**src/rtl/race_game_ctrl.sv**
```systemverilog
// Frame-synchronous game sequencer for the retro racer: game FSM plus every
// sprite/background position register consumed by the VGA sprite renderer.
module race_game_ctrl #(
  parameter int unsigned pixel_counter_width = 10,
  parameter int unsigned CAR_X_MIN           = 244,
  parameter int unsigned CAR_X_MAX           = 304,
  parameter int unsigned CAR_Y               = 380,
  parameter int unsigned CAR_STEP            = 4,
  parameter int unsigned RIVAL_X_MIN         = 244,
  parameter int unsigned RIVAL_Y_START       = 150,
  parameter int unsigned RIVAL_Y_END         = 430,
  parameter int unsigned RIVAL_STEP          = 2,
  parameter int unsigned SCROLL_STEP         = 1,
  parameter int unsigned BG_HEIGHT           = 320
) (
  input  logic                           clk,
  input  logic                           rst,
  input  logic                           frame_tick,
  input  logic                           btn_left_p,
  input  logic                           btn_right_p,
  input  logic                           btn_center_p,
  input  logic [7:0]                     random_value,
  input  logic                           collision,
  output logic [2:0]                     current_state,
  output logic [pixel_counter_width-1:0] car_x_pos,
  output logic [pixel_counter_width-1:0] car_y_pos,
  output logic [pixel_counter_width-1:0] rival_x_pos,
  output logic [pixel_counter_width-1:0] rival_y_pos,
  output logic                           rival_active,
  output logic [pixel_counter_width-1:0] bg_scroll_offset,
  output logic [7:0]                     score,
  output logic                           game_over
);

  localparam int unsigned W = pixel_counter_width;

  localparam logic [W-1:0] CAR_X_MIN_V   = W'(CAR_X_MIN);
  localparam logic [W-1:0] CAR_X_MAX_V   = W'(CAR_X_MAX);
  localparam logic [W-1:0] CAR_X_RESET_V = W'((CAR_X_MIN + CAR_X_MAX) / 2);
  localparam logic [W-1:0] CAR_Y_V       = W'(CAR_Y);
  localparam logic [W-1:0] CAR_STEP_V    = W'(CAR_STEP);
  localparam logic [W-1:0] RIVAL_X_MIN_V = W'(RIVAL_X_MIN);
  localparam logic [W-1:0] RIVAL_Y_ST_V  = W'(RIVAL_Y_START);
  localparam logic [W:0]   RIVAL_Y_END_V = (W+1)'(RIVAL_Y_END);
  localparam logic [W:0]   RIVAL_STEP_V  = (W+1)'(RIVAL_STEP);
  localparam logic [W:0]   SCROLL_STEP_V = (W+1)'(SCROLL_STEP);
  localparam logic [W:0]   BG_HEIGHT_V   = (W+1)'(BG_HEIGHT);

  typedef enum logic [2:0] {
    S_IDLE    = 3'd0,
    S_SPAWN   = 3'd1,
    S_RUN     = 3'd2,
    S_RESPAWN = 3'd3,
    S_COLLIDE = 3'd4
  } state_t;

  state_t       state_q, state_d;
  logic [W-1:0] car_x_q, car_x_d;
  logic [W-1:0] rival_x_q, rival_x_d;
  logic [W-1:0] rival_y_q, rival_y_d;
  logic         rival_active_q, rival_active_d;
  logic [W-1:0] scroll_q, scroll_d;
  logic [7:0]   score_q, score_d;
  logic         game_over_q, game_over_d;
  logic         coll_seen_q, coll_seen_d;

  logic [W-1:0] car_x_moved_c;
  logic [W:0]   rival_y_next_c;
  logic [W:0]   scroll_sum_c;
  logic [W-1:0] scroll_next_c;
  logic [5:0]   rnd_c;
  logic [W-1:0] spawn_x_c;
  logic [7:0]   score_inc_c;
  logic         unused_rnd_c;

  // Only the low six random bits select the spawn lane.
  assign unused_rnd_c = ^random_value[7:6];

  // Car steering: opposing pulses cancel, edges clamp to the road.
  always_comb begin
    car_x_moved_c = car_x_q;
    if (btn_left_p && !btn_right_p) begin
      car_x_moved_c = (car_x_q < CAR_X_MIN_V + CAR_STEP_V) ? CAR_X_MIN_V : car_x_q - CAR_STEP_V;
    end else if (btn_right_p && !btn_left_p) begin
      car_x_moved_c = (car_x_q + CAR_STEP_V > CAR_X_MAX_V) ? CAR_X_MAX_V : car_x_q + CAR_STEP_V;
    end
  end

  // Per-frame arithmetic, computed one bit wider so limits compare without overflow.
  always_comb begin
    rival_y_next_c = {1'b0, rival_y_q} + RIVAL_STEP_V;
    scroll_sum_c   = {1'b0, scroll_q} + SCROLL_STEP_V;
    scroll_next_c  = (scroll_sum_c >= BG_HEIGHT_V) ? W'(scroll_sum_c - BG_HEIGHT_V)
                                                   : scroll_sum_c[W-1:0];
    rnd_c          = (random_value[5:0] >= 6'd61) ? random_value[5:0] - 6'd61 : random_value[5:0];
    spawn_x_c      = RIVAL_X_MIN_V + W'(rnd_c);
    score_inc_c    = (score_q == 8'hFF) ? score_q : score_q + 8'd1;
  end

  // Next-state and register updates.
  always_comb begin
    state_d        = state_q;
    car_x_d        = car_x_q;
    rival_x_d      = rival_x_q;
    rival_y_d      = rival_y_q;
    rival_active_d = rival_active_q;
    scroll_d       = scroll_q;
    score_d        = score_q;
    coll_seen_d    = 1'b0;

    case (state_q)
      S_IDLE: begin
        if (btn_center_p) state_d = S_SPAWN;
      end
      S_SPAWN: begin
        rival_x_d      = spawn_x_c;
        rival_y_d      = RIVAL_Y_ST_V;
        rival_active_d = 1'b1;
        state_d        = S_RUN;
      end
      S_RUN: begin
        car_x_d = car_x_moved_c;
        if (frame_tick) begin
          if (coll_seen_q || (collision && rival_active_q)) begin
            state_d = S_COLLIDE;
          end else if (rival_y_next_c > RIVAL_Y_END_V) begin
            rival_active_d = 1'b0;
            score_d        = score_inc_c;
            scroll_d       = scroll_next_c;
            state_d        = S_RESPAWN;
          end else begin
            rival_y_d = rival_y_next_c[W-1:0];
            scroll_d  = scroll_next_c;
          end
        end else begin
          coll_seen_d = coll_seen_q | (collision & rival_active_q);
        end
      end
      S_RESPAWN: begin
        car_x_d = car_x_moved_c;
        if (frame_tick) begin
          scroll_d = scroll_next_c;
          state_d  = S_SPAWN;
        end
      end
      S_COLLIDE: begin
        if (btn_center_p) begin
          car_x_d  = CAR_X_RESET_V;
          score_d  = 8'd0;
          scroll_d = '0;
          state_d  = S_SPAWN;
        end
      end
      default: state_d = S_IDLE;
    endcase

    game_over_d = (state_d == S_COLLIDE);
  end

  always_ff @(posedge clk) begin
    if (rst) begin
      state_q        <= S_IDLE;
      car_x_q        <= CAR_X_RESET_V;
      rival_x_q      <= RIVAL_X_MIN_V;
      rival_y_q      <= RIVAL_Y_ST_V;
      rival_active_q <= 1'b0;
      scroll_q       <= '0;
      score_q        <= 8'd0;
      game_over_q    <= 1'b0;
      coll_seen_q    <= 1'b0;
    end else begin
      state_q        <= state_d;
      car_x_q        <= car_x_d;
      rival_x_q      <= rival_x_d;
      rival_y_q      <= rival_y_d;
      rival_active_q <= rival_active_d;
      scroll_q       <= scroll_d;
      score_q        <= score_d;
      game_over_q    <= game_over_d;
      coll_seen_q    <= coll_seen_d;
    end
  end

  assign current_state    = state_q;
  assign car_x_pos        = car_x_q;
  assign car_y_pos        = CAR_Y_V;
  assign rival_x_pos      = rival_x_q;
  assign rival_y_pos      = rival_y_q;
  assign rival_active     = rival_active_q;
  assign bg_scroll_offset = scroll_q;
  assign score            = score_q;
  assign game_over        = game_over_q;

endmodule

```
**config.mk**
```make
export PLATFORM = sky130hd
export DESIGN_NAME = race_game_ctrl
export DESIGN_NICKNAME = d
export VERILOG_FILES = /design/src/rtl/race_game_ctrl.sv
export SDC_FILE = /design/constraint.sdc
export NUM_CORES = 1
export LEC_CHECK = 0
export CORE_MARGIN = 4
export CORE_UTILIZATION = 55
export DETAILED_ROUTE_END_ITERATION = 12
export PLACE_DENSITY = 0.86
export SYNTH_ARGS = -nofsm -noshare
export SYNTH_HDL_FRONTEND = slang
export SYNTH_SLANG_ARGS = --single-unit
```
**constraint.sdc**
```tcl
create_clock -name clk -period 5.9 [get_ports clk]
set_input_delay 1.77 -clock clk [delete_from_list [all_inputs] [get_ports clk]]
set_output_delay 1.77 -clock clk [all_outputs]
set_load 0.01 [all_outputs]
```
==> results of run 1 <==
==> state kept, by name, summed over array words and instances, names as in the netlist <==
signal / cells
rival_x_pos: 9
rival_active: 1
coll_seen_q: 1
game_over: 1
car_x_pos: 9
bg_scroll_offset: 10
score: 8
rival_y_pos: 9
current_state: 3
==> cell usage in the layout (no fill, tap or decap), types with 4 or more instances in the layout <==
cell,Yosys,layout
a211o_1,5,5
nand3b_1,7,7
a21o_1,4,4
a21oi_1,30,30
mux2i_1,5,5
nor2b_1,5,5
ha_1,13,13
nor4_1,6,6
conb_1,2,13
a221oi_1,4,4
and3_1,5,5
nand3_1,16,16
a211oi_1,6,6
nor2_1,45,45
or3_1,10,10
nand2_1,46,46
nor3_1,13,13
nand2b_1,10,10
a31oi_1,8,8
nand4_1,6,6
o21ai_0,29,29
and2_1,9,9
clkbuf_8,0,5
o211ai_1,5,5
clkdlybuf4s50_1,0,62
dfxtp_1,51,51
xnor2_1,9,9
xor2_1,4,4
inv_1,18,18
==> layer usage <==
metal / global-route usage [%] / wire [um] / part of all wire [%]
met4: 4.258 / 62 / 0.72
met1: 29.33 / 3828 / 44
met3: 6.021 / 620 / 7.2
met5: 0 / 0 / 0
met2: 38.70 / 4102 / 48
==> stage by stage <==
stage               instances  total power, W
floorplan                 476       0.0004463
global placement          576       0.0004809
detailed placement        576       0.0004842
CTS                       584       0.0006833
global route              584       0.0007164
finish                    584       0.0006807
==> cell families (layout without fill, tap and decap cells) <==
group	count (synthesis)	after routing	share of synthesized area [%]
compound gates	133	133	26.01
xor+xnor	13	13	3.225
fa+ha+maj	13	13	4.607
buf+inv	56	89	7.973
flops	51	51	28.92
mux	5	5	1.417
other cells	2	13	0.2127
simple gates	192	192	27.64
==> worst reg2reg max path, stage by stage (launching register included) <==
cell and delay [ns]:
dfxtp_1 0.54, ha_1 0.31, and4_1 0.41, nand2_1 0.16, xor2_1 0.26, inv_1 0.08, ha_1 0.20, and2_1 0.18
nand4_1 0.10, a221oi_2 0.07, a31oi_1 0.41, nand2_2 0.10, xor2_1 0.21, o21ai_0 0.12, a311oi_1 0.28
==> final cells by class <==
class	count	share of cell area [%]
sequential	51	24.51
clock buffer	6	1.742
timing repair buffer	63	15.08
tap	75	2.253
clock inverter	2	0.3004
multi-input combinational	369	54.49
inverter	18	1.622
==> path summary, 6_finish.rpt <==
kind                             from                  end  cells after the start
setup / recovery            collision       rival_y_pos[3]                      7
hold / removal         rival_x_pos[6]       rival_x_pos[6]                      2
setup reg to reg  bg_scroll_offset[1]  bg_scroll_offset[6]                     14
hold reg to reg        rival_x_pos[6]       rival_x_pos[6]                      2
==> power groups by stage <==
stage / Clock, W / Combinational [W] / Sequential [W]
floorplan: 0 / 0.0000718 / 0.000374
global route: 0.000225 / 0.000124 / 0.000368
detailed placement: 0 / 0.000111 / 0.000373
CTS: 0.000206 / 0.000112 / 0.000366
finish: 0.000203 / 0.000112 / 0.000366
global placement: 0 / 0.000108 / 0.000373
==> qor.yml, run 1 <==
outcome: "finished, final reports clean"
ys_seq_area_share_pct: 28.92
syn_area_um2: 3531
htreeDepth: 2
dp_slack_ns: 1.837
critPathBufInv: 1
cp.required_ns: 6.17
die-area_um2: 7766
slowest_stage: "a21oi_1"
core_um2: 6061
synthFlopType: "dfxtp_1"
crit_chain: "clkdlybuf4s50_1, a21oi_1, nand3_1, a311oi_1, a21oi_1, a211oi_1, a21o_1"
layout.nets: 536
syn_inst: 465
cp.arrival_ns: 4.06
path_clk_slew_ns: 0.09
clock.fmax_mhz: 263.6
antenna_cells: 0
clock-skew-final_ns: 0.007192
cts_tree: "done"
endpoint_kind: "register"
criticalPathCategory: "input port to register"
final-hold-violation-count: 0
yosysWarnings: 0
rsz0062_at_grt: "no"
drt_pass1_iterations: 5
clkPwrFrac_pct: 29.8
seq_area_um2: 1021
yosysMostFrequentCell: "dfxtp_1"
path_max_fanout: 7
hold_class: "register to register"
place_hpwl_um: 6376
timing.hold.ws_ns: 0.4438
crit_family: "compound AO/OA/AOI/OAI gates"
internal_power_w: 0.0004868
synth_area_leaders: "dfxtp_1, nand2_1, nor2_1, ha_1, a21oi_1"
grt_max_degree: 26
port_buffers: 62
ys_seq_elements: 51
antenna_left: 0
via_per_inst: 5.997
multi_input_area_um2: 2270
io_pins: 78
grt_usage_pct: 22.76
powerDensity_nw_per_um2: 163.4
yosysTopAreaCell: "dfxtp_1"
vias: 3502
cts_hold_buf: 0
dpl_cell_area_um2: 4080
cpPeakStageDelay_ns: 0.43
syn_area_per_cell_um2: 7.593
setup_viol: 0
grt_pass1_vias: 3176
drt_iter0_drc: 193
drive_above_1_share_pct: 5.108
worst_path_most_repeated_cell: "a21oi_1"
max_slew_margin_pct: 27.01
cts_buffers: 5
finalCoreUtilization_pct: 68.72
nFillCells: 502
start_util_pct: 58.26
synth_edf_count: 0
clock_sinks: 51
clockBufferDepth: 2
std_cell_rows: 28
finish.instance_area_um2: 4165
slew_viol_final: 0
post_cts_buffers: 0
cts_resized: 0
syn_to_final_growth_pct: 17.97
gr-total-overflow: 0
wl_per_cell_um: 14.75
clockRootBuffer: "clkbuf_8"
synth-async-reset-ratio_pct: 0
finalSetupTns_ns: 0
globalplace.congestion: 0.8835
drt_wl_total_um: 8614
layout_worst_path_cycle_share_pct: 64.29
p_leak_nw: 1.532
yosys.cell_types.count: 75
max-cap-violations: 0
die_x_um: 88.13
pwr-share-seq_pct: 53.7
switching_share_pct: 28.49
critPathLaunchType: "input port"
insertion_delay_ns: 0.31
switchingPower_w: 0.0001939
antenna_found_initial: 0
ir_worst_vdd_mv: 0.1353
grt_first_pass_wirelength_um: 14480
r2r_setup_slack_ns: 2.38
p_comb_share_pct: 16.4
netlist.area_leader.share_pct: 28.92
netlist_top_cells_count: "dfxtp_1, nand2_1, nor2_1"
drc: 0
setup_ws_ns: 2.107
die_h_um: 88.13
worst_pin_slew_ns: 1.086
finalCriticalPeriod_ns: 3.793
(Power assumes the default switching activity.)
==> inputs of run 2 (changes only) <==
--- a/config.mk
+++ b/config.mk
@@ -6,9 +6,9 @@
 export NUM_CORES = 1
 export LEC_CHECK = 0
 export CORE_MARGIN = 4
-export CORE_UTILIZATION = 55
+export CORE_UTILIZATION = 46
 export DETAILED_ROUTE_END_ITERATION = 12
-export PLACE_DENSITY = 0.86
+export PLACE_DENSITY = 0.77
 export SYNTH_ARGS = -nofsm -noshare
 export SYNTH_HDL_FRONTEND = slang
 export SYNTH_SLANG_ARGS = --single-unit
==> constraint.sdc (replaced) <==
create_clock -name clk -period 3.2 [get_ports clk]
set_input_delay 0.96 -clock clk [delete_from_list [all_inputs] [get_ports clk]]
set_output_delay 0.96 -clock clk [all_outputs]
set_load 0.01 [all_outputs]
==> run 2 against run 1 <==
Hold slack improved by 0.0092 ns. Routed wire length increased by 2.2%. Die area increased by 18%. Total power increased by 110%. Design area increased by 4.8%. Combinational power increased by 93%. Worst setup slack got worse by 2.0 ns. Critical path depth increased by 7. Clock skew about the same. Non-clock buffer count increased by 11. Critical path type is now register to register. Largest power group unchanged.
==> qor.yml, run 2 (synthesis gave the netlist of run 1 again) <==
path_max_fanout: 10  # was 7
r2r-start: "bg_scroll_offset[0]"  # was bg_scroll_offset[1]
mostFrequentLayoutCells: "clkdlybuf4s50_1, dfxtp_1, nand2_1, nor2_1, a21oi_1"  # unchanged
cp.required_ns: 3.42  # was 6.17 ns
port_buffers: 62  # unchanged
antenna_left: 0  # unchanged
nFillCells: 671  # was 502
powerDensity_nw_per_um2: 325.2  # was 163.4 nW/um2
clock.fmax_mhz: 328.3
cp.arrival_ns: 3.27  # was 4.06 ns
critPathLaunchType: "register"  # was input port
r2r_setup_slack_ns: 0.15  # was 2.38 ns
via_per_inst: 5.704  # was 5.997
wl_per_cell_um: 14.22  # was 14.75 um
timing.hold.ws_ns: 0.4531  # was 0.4438 ns
hold_class: "register to register"  # unchanged
grt_pass1_vias: 3225  # was 3176
dp_slack_ns: 0.1583  # was 1.837 ns
ir_worst_vdd_mv: 0.2209  # was 0.1353 mV
die-area_um2: 9141  # was 7766 um2
slew_viol_final: 0  # unchanged
antenna_found_initial: 0  # unchanged
criticalPathCategory: "register to register"  # was input port to register
vias: 3531  # was 3502
insertion_delay_ns: 0.30  # was 0.31 ns
htreeDepth: 2  # unchanged
drt_pass1_iterations: 4  # was 5
met3_usage_pct: 3.631  # was 6.021%
rsz0062_at_grt: "yes"  # was no
core_um2: 7370  # was 6061 um2
die_h_um: 95.61  # was 88.13 um
p_leak_nw: 1.612  # was 1.532 nW
grt_max_degree: 31  # was 26
globalplace.congestion: 0.8838  # was 0.8835
cts_buffers: 5  # unchanged
drc: 0  # unchanged
largest_reg_flops: 10  # unchanged
clock_sinks: 51  # unchanged
drive_above_1_share_pct: 8.269  # was 5.108%
grt_usage_pct: 20.20  # was 22.76%
antenna_cells: 0  # unchanged
r2r_cells: 14  # unchanged
clockRootBuffer: "clkbuf_8"  # unchanged
cts_tree: "done"  # unchanged
hold_end: "rival_x_pos[6]"  # unchanged
place_hpwl_um: 6452  # was 6376 um
layout_worst_path_cycle_share_pct: 95.18
clockBufferDepth: 2  # unchanged
path_clk_slew_ns: 0.09  # about the same
outcome: "finished, final reports clean"  # unchanged
worst_pin_slew_ns: 0.7586  # was 1.086 ns
min_from: "rival_x_pos[6]"  # unchanged
setup_viol: 0  # unchanged
final_common_cell: "clkdlybuf4s50_1"  # unchanged
clock-skew-final_ns: 0.006791  # was 0.007192 ns
max-cap-violations: 0  # unchanged
gr-total-overflow: 0  # unchanged
groute.layer.met2.usage_pct: 34.39  # was 38.70%
die_x_um: 95.61  # was 88.13 um
multi_input_area_um2: 2305  # was 2270 um2
max_slew_margin_pct: 49.20  # was 27.01%
endpoint_kind: "register"  # unchanged
grt_first_pass_wirelength_um: 15010  # was 14480 um
drt_wl_total_um: 8803  # was 8614 um
busiest_layer: "met2"  # unchanged
final-hold-violation-count: 0  # unchanged
setup_ws_ns: 0.1542  # was 2.107 ns
seq_area_um2: 1021  # unchanged
io_pins: 78  # unchanged
layout.nets: 547  # was 536
drt_iter0_drc: 200  # was 193
start_util_pct: 47.91  # was 58.26%
std_cell_rows: 31  # was 28
finalCriticalPeriod_ns: 3.046
hold_depth: 2  # unchanged
syn_to_final_growth_pct: 23.60  # was 17.97%
gr-usage-met1_pct: 26.33  # was 29.33%
reg2reg_to: "bg_scroll_offset[8]"  # was bg_scroll_offset[6]
==> run 2: power by group <==
group / leakage (nW) / internal, W / total (W) / switching (W)
logic: 1.13 / 0.0000989 / 0.000216 / 0.000117
clock network: 0.0644 / 0.000312 / 0.000529 / 0.000217
registers: 0.414 / 0.000653 / 0.000675 / 0.0000218
==> run 2: per-layer routing <==
layer,up-vias,share of wire [%]
met5,-,0
met1,1651,45
met4,0,0.84
met3,8,5.6
met2,110,49
li1,1762,-
==> run 2: layout make-up <==
type	instances	share of cell area (%)
inverters	18	1.548
flip-flops and latches	51	23.39
multi-input cells	369	52.81
repair buffers	74	16.28
well taps	99	2.838
clock inverters	3	1.548
clock buffers	5	1.577
==> run 2: what timing repair did <==
action | in CTS | in global routing
endpoints found under the setup margin | 0 | 3
hold buffers | 0 | 0
buffers inserted | 0 | 0
resized for setup | 0 | 6
==> run 2: worst max path at each step <==
stage,startpoint,end,slack (ns)
5_1_grt,bg_scroll_offset[0],bg_scroll_offset[8],-0.02
3_3_place_gp,collision,rival_y_pos[3],0.20
4_1_cts,bg_scroll_offset[1],bg_scroll_offset[8],0.08
6_report,bg_scroll_offset[0],bg_scroll_offset[8],0.15
2_1_floorplan,bg_scroll_offset[1],bg_scroll_offset[8],0.23
3_5_place_dp,collision,rival_y_pos[8],0.16
==> run 2: critical path: stages (launching register included) <==
cell and delay, ns:
dfxtp_1 0.35, buf_4 0.17, and3_1 0.19, nand3_1 0.17, nor2_2 0.18, xnor2_2 0.17
ha_1 0.20, and2_1 0.16, nand4_1 0.12, a221oi_2 0.40, a31oi_4 0.09, a21oi_2 0.18
xnor2_1 0.09, or3_1 0.34, a31oi_1 0.17
==> run 2: through the flow <==
step / instances / cell area [um2] / power, W / utilization [%] / setup TNS [ns]
2_1_floorplan: 476 / 3572 / 0.0008229 / - / 0
3_3_place_gp: 611 / 4193 / 0.0008969 / 56.89 / 0
3_5_place_dp: 611 / 4193 / 0.0009021 / 56.89 / 0
4_1_cts: 619 / 4329 / 0.001427 / 58.74 / 0
5_1_grt: 619 / 4364 / 0.001491 / 59.22 / -0.02060
6_report: 619 / 4364 / 0.001419 / 59.22 / 0
